## src/rtl/kw_arb_rr_hold.sv

```systemverilog
// Round-robin arbiter that holds each grant until the holder signals done or drops its request.
// Optional forced release after MAX_HOLD cycles: define KW_ARB_RR_TIMEOUT_EN.

module kw_onehot_dec #(
    parameter int N         = 4,
    parameter int IDX_WIDTH = 2
) (
    input  logic [IDX_WIDTH-1:0] idx_i,
    input  logic                 valid_i,
    output logic [N-1:0]         onehot_o
);

    always_comb begin
        onehot_o = '0;
        for (int k = 0; k < N; k++) begin
            if (valid_i && (idx_i == IDX_WIDTH'(k))) begin
                onehot_o[k] = 1'b1;
            end
        end
    end

endmodule

module kw_arb_rr_hold #(
    parameter int N         = 4,
    parameter int IDX_WIDTH = (N > 1) ? $clog2(N) : 1,
    parameter int MAX_HOLD  = 16
) (
    input  logic                 clk,
    input  logic                 rst_n,
    input  logic [N-1:0]         i_req,
    input  logic                 i_done,
    output logic                 o_gnt_v,
    output logic [IDX_WIDTH-1:0] o_gnt_idx,
    output logic [N-1:0]         o_gnt,
    output logic                 o_timeout
);

    typedef enum logic {
        IDLE = 1'b0,
        HOLD = 1'b1
    } state_t;

    state_t                 state_q;
    logic [IDX_WIDTH-1:0]   ptr_q;
    logic [IDX_WIDTH-1:0]   ptr_d;
    logic [IDX_WIDTH-1:0]   gntIdx_q;
    logic                   gntV_q;

    logic                   holderReq;
    logic                   normalRelease;
    logic                   forcedRelease;
    logic                   releaseNow;
    logic                   newGrant;
    logic [IDX_WIDTH-1:0]   pickBase;
    logic [2*N-1:0]         reqDbl;
    logic [N-1:0]           reqRot;
    logic [IDX_WIDTH:0]     pickSum;
    logic [IDX_WIDTH-1:0]   pickIdx;
    logic                   pickFound;

    if (N < 1 || MAX_HOLD < 2) begin : g_param_check
        $error("kw_arb_rr_hold: N must be >= 1 and MAX_HOLD must be >= 2");
    end

    always_comb begin
        holderReq = 1'b0;
        for (int k = 0; k < N; k++) begin
            if (gntIdx_q == IDX_WIDTH'(k)) begin
                holderReq = i_req[k];
            end
        end
    end

    assign normalRelease = (state_q == HOLD) && (i_done || !holderReq);
    assign releaseNow    = normalRelease || forcedRelease;
    assign ptr_d         = (gntIdx_q == IDX_WIDTH'(N - 1)) ? '0 : gntIdx_q + 1'b1;

    // In a release cycle the search already starts from the post-release pointer,
    // which is what lets the next holder be granted without an idle bubble.
    assign pickBase = (state_q == HOLD) ? ptr_d : ptr_q;
    assign reqDbl   = {i_req, i_req} >> pickBase;
    assign reqRot   = reqDbl[N-1:0];

    always_comb begin
        pickFound = 1'b0;
        pickSum   = '0;
        pickIdx   = '0;
        for (int j = 0; j < N; j++) begin
            if (!pickFound && reqRot[j]) begin
                pickFound = 1'b1;
                pickSum   = {1'b0, pickBase} + (IDX_WIDTH + 1)'(j);
            end
        end
        if (pickSum >= (IDX_WIDTH + 1)'(N)) begin
            pickIdx = IDX_WIDTH'(pickSum - (IDX_WIDTH + 1)'(N));
        end else begin
            pickIdx = IDX_WIDTH'(pickSum);
        end
    end

    assign newGrant = pickFound && ((state_q == IDLE) || releaseNow);

    always_ff @(posedge clk or negedge rst_n) begin
        if (!rst_n) begin
            state_q  <= IDLE;
            ptr_q    <= '0;
            gntIdx_q <= '0;
            gntV_q   <= 1'b0;
        end else begin
            case (state_q)
                IDLE: begin
                    if (pickFound) begin
                        gntIdx_q <= pickIdx;
                        gntV_q   <= 1'b1;
                        state_q  <= HOLD;
                    end
                end
                HOLD: begin
                    if (releaseNow) begin
                        ptr_q <= ptr_d;
                        if (pickFound) begin
                            gntIdx_q <= pickIdx;
                        end else begin
                            gntV_q  <= 1'b0;
                            state_q <= IDLE;
                        end
                    end
                end
                default: begin
                    state_q <= IDLE;
                    gntV_q  <= 1'b0;
                end
            endcase
        end
    end

`ifdef KW_ARB_RR_TIMEOUT_EN
    localparam int CNT_W = $clog2(MAX_HOLD);

    logic [CNT_W-1:0] holdCnt_q;
    logic             timeout_q;

    assign forcedRelease = (state_q == HOLD) && !normalRelease
                           && (holdCnt_q == CNT_W'(MAX_HOLD - 1));

    always_ff @(posedge clk or negedge rst_n) begin
        if (!rst_n) begin
            holdCnt_q <= '0;
            timeout_q <= 1'b0;
        end else begin
            timeout_q <= forcedRelease;
            if (newGrant || releaseNow) begin
                holdCnt_q <= '0;
            end else if (state_q == HOLD) begin
                holdCnt_q <= holdCnt_q + 1'b1;
            end
        end
    end

    assign o_timeout = timeout_q;
`else
    logic unusedNewGrant;

    assign forcedRelease  = 1'b0;
    assign unusedNewGrant = newGrant;
    assign o_timeout      = 1'b0;
`endif

    assign o_gnt_v   = gntV_q;
    assign o_gnt_idx = gntIdx_q;

    kw_onehot_dec #(
        .N         (N),
        .IDX_WIDTH (IDX_WIDTH)
    ) u_dec (
        .idx_i    (gntIdx_q),
        .valid_i  (gntV_q),
        .onehot_o (o_gnt)
    );

endmodule

```

## config.mk

```make
export PLATFORM = sky130hd
export DESIGN_NAME = kw_arb_rr_hold
export DESIGN_NICKNAME = d
export VERILOG_FILES = /design/src/rtl/kw_arb_rr_hold.sv
export SDC_FILE = /design/constraint.sdc
export NUM_CORES = 1
export LEC_CHECK = 0
export ABC_CLOCK_PERIOD_IN_PS = 2100
export BUFFER_PORTS_ARGS = -buffer_cell sky130_fd_sc_hd__buf_2
export CAP_MARGIN = 20
export CORE_MARGIN = 8
export CORE_UTILIZATION = 35
export CTS_BUF_LIST = sky130_fd_sc_hd__clkbuf_8
export DETAILED_ROUTE_END_ITERATION = 8
export SETUP_SLACK_MARGIN = 0.3
export SLEW_MARGIN = 20
export SYNTH_ARGS = -nofsm -noshare
export SYNTH_HDL_FRONTEND = slang
export SYNTH_SLANG_ARGS = --single-unit
```

## constraint.sdc

```tcl
create_clock -name clk -period 2.1 [get_ports clk]
set_clock_uncertainty 0.2 [all_clocks]
set_input_delay 0.42 -clock clk [delete_from_list [all_inputs] [get_ports clk]]
set_output_delay 0.42 -clock clk [all_outputs]
set_load 0.02 [all_outputs]
```

==> results.md <==
- Clock Latency Late Sink: 220 ps
- Final Slew Violations: 0
- Site Rows: 14
- CP bufs+invs: 1
- Top post-synthesis cells by count: dfrtp_1, nor2_1, ha_1
- Iteration-0 DRC Markers: 10
- Initial core utilization: 0.362
- WP data required: 2030 ps
- Syn Area/Cell: 9.41 um^2
- Syn_nets: 67
- Status: complete, no violations
- Antenna Violating Nets Remaining: 0
- Maximum vdd drop: 0.835 mV
- Setup WS pre-CTS: 29.9 ps
- Largest net degree at the start of global routing: 9
- Clock net sink count: 6
- Ys Warns: 0
- IO Pins: 15
- Final setup TNS: 0 ps
- CP startpoint kind: register
- H-tree depth reported by CTS: 1
- Worst R2R Start: o_gnt_idx[0]
- Tot GR Track Use: 0.0941
- CTS max path bufs: 2
- CORE AREA: 1450 um^2
- Mapped Cells: 56
- Synth Register Bits: 6
- CTS tree: yes
- Layout area overhead: 49.9%
- Pleak: 0.361 nW
- Share of flip-flops with an asynchronous set or reset: 1.00
- Clock transition at the registers of the reported paths: 40 ps
- Post-synth EDFFs: 0
- Final RePlAce weighted congestion: 0.805
- Pwr/cell area: 1510 nW/um^2
- Area leader, netlist: dfrtp_1
- Ys flop type: dfrtp_1
- Layout cells sized above 1: 0.468
- Hold path depth: 3
- Die X: 54.8 um
- Via count: 482
- Clock power frac: 0.145
- Power Internal: 0.709 mW
- Mapped cell area: 527 um^2
- Worst Min Path Start: i_req[0]
- Cts bufs inserted: 3
- R2R depth: 6
- Global route overflow: 0
- Period utilization: 0.980
- Critical path's slowest cell: or4_1
- Combinational share of power: 0.649
- Via count of the first global-routing pass: 490
- Minimum clock period: 2060 ps
- Max cap viols: 0
- Die height: 54.8 um
- Setup WS post-layout: 41.7 ps
- Clock root cell: clkbuf_8
- FF-to-FF End: o_gnt_idx[1]
- Hold Path Sink: state_q
- Final Core Density: 0.543
- Sw frac: 0.404
- Antenna violations before repair: 0
- Global-route wire length before repair: 2090 um
- Top-count cell post-synth: dfrtp_1
- FF-to-FF setup slack: 40 ps
- Post-detail-place hpwl: 1020 um
- Part of the power in registers: 0.206
- Synth area leaders: dfrtp_1, ha_1, mux2i_1, or2b_1, and2_1
- Net Switching: 0.480 mW
- Crit-path leading delay family: simple AND/OR/NAND/NOR gates
- Hold crit path type: in2reg
- Placed Cells: 85
- Routed wire length: 1250 um
- Fin cells: 95
- Crit path DAT: 1990 ps
- Max Freq: 0.486 GHz
- PortBufs: 13
- # setup viols final: 0
- Ordered cell list for the critical path: inv_4 -> ha_4 -> mux2i_4 -> o31a_1 -> or4_1 -> mux2i_1
- Post-synth top area share: 0.285
- Nets: 91
- TritonRoute pass-1 iters: 4
- Drt drc: 0
- RSZ-0062 raised after global routing: true
- Largest fanout on the critical path: 6
- Yosys cell types: 33
- Worst Setup End Kind: register
- Vias per cell: 5.07
- Power Total: 1.19 mW
- Type of the worst setup path: reg2reg
- Max stage delay on crit path: 500 ps
- Final Hold Vio Count: 0
- Ant. Diodes: 0
- Seq/Total Area, Yosys: 0.285
- DIE AREA: 3000 um^2
- DR WL/cell: 13.2 um
-- registers in the layout, indices dropped and copies added, names as in the netlist --
signal / flops
o_gnt_v: 1
o_gnt_idx: 2
state_q: 1
ptr_q: 2
-- repair_timing --
item,in CTS,in global routing
hold buffers,1,0
endpoints found under the hold margin,6,0
gates cloned,0,0
resized for setup,7,7
endpoints found under the setup margin,9,9
pin swaps,1,0
setup buffers,3,2
-- logic make-up (layout without fill, tap and decap cells) --
| logic type | count (synthesis) | in the layout | share of synthesized area |
|---|---|---|---|
| AO/OA/AOI/OAI | 9 | 9 | 0.133 |
| adder cells (fa/ha/maj) | 4 | 4 | 0.0950 |
| buffers and inverters | 5 | 28 | 0.0451 |
| flip-flops | 6 | 6 | 0.285 |
| AND/OR/NAND/NOR | 25 | 25 | 0.309 |
| other | 1 | 1 | 0.00712 |
| multiplexers | 6 | 6 | 0.126 |
-- power groups by stage --
stage | sequential [mW] | combinational [mW] | clock, mW
after floorplan | 0.261 | 0.432 | 0
after global placement | 0.235 | 0.625 | 0
after detailed placement | 0.238 | 0.624 | 0
after CTS | 0.236 | 0.708 | 0.179
after global routing | 0.253 | 0.847 | 0.192
final | 0.245 | 0.772 | 0.172
-- worst register-to-register path, stage by stage (launching register included) --
cell and delay, ps:
dfrtp_2 440, inv_4 60, ha_4 270, mux2i_4 90, o31a_1 250, or4_1 500
mux2i_1 160
-- placed cells by master (no fill, tap or decap), types with 2 or more instances in the layout --
master    count
dfrtp_1       4
inv_4         2
inv_1         2
buf_6         3
buf_4         6
o211ai_1      2
and2_4        2
mux2i_1       3
nand2_1       2
or4_1         2
and2_1        2
buf_2        11
dfrtp_2       2
or2b_1        3
nor2_1        5
ha_4          3
clkbuf_8      3
-- how the worst max path moves through the flow --
stage | startpoint | end | depth (start not counted)
after floorplan | o_gnt_idx[0] | o_gnt_idx[1] | 6
final | o_gnt_idx[0] | o_gnt_idx[1] | 6
after global placement | o_gnt_idx[0] | o_gnt_idx[1] | 6
after detailed placement | o_gnt_idx[0] | o_gnt_idx[1] | 6
after global routing | o_gnt_idx[0] | o_gnt_idx[1] | 6
after CTS | o_gnt_idx[0] | o_gnt_idx[1] | 6
-- stage by stage --
stage	cell area (um^2)	hold slack, ps
after floorplan	563	-75.6
after global placement	651	48.0
after detailed placement	651	46.4
after CTS	754	324
after global routing	790	347
final	790	331
-- metal layers --
layer  global-route usage  routed length (um)  part of all wire
met5                    0                   0                 0
met4               0.0492                   0                 0
met3               0.0163                  81             0.065
met2                0.158                 628              0.50
met1                0.110                 540              0.43
-- layout make-up --
class | count | area (um^2)
Timing Repair Buffer | 21 | 144
Fill cell | 135 | 664
Tap cell | 16 | 20.0
Inverter | 3 | 16.3
Multi-Input combinational cell | 45 | 412
Clock inverter | 1 | 3.75
Clock buffer | 3 | 41.3
Sequential cell | 6 | 153
(Power assumes the default switching activity.)
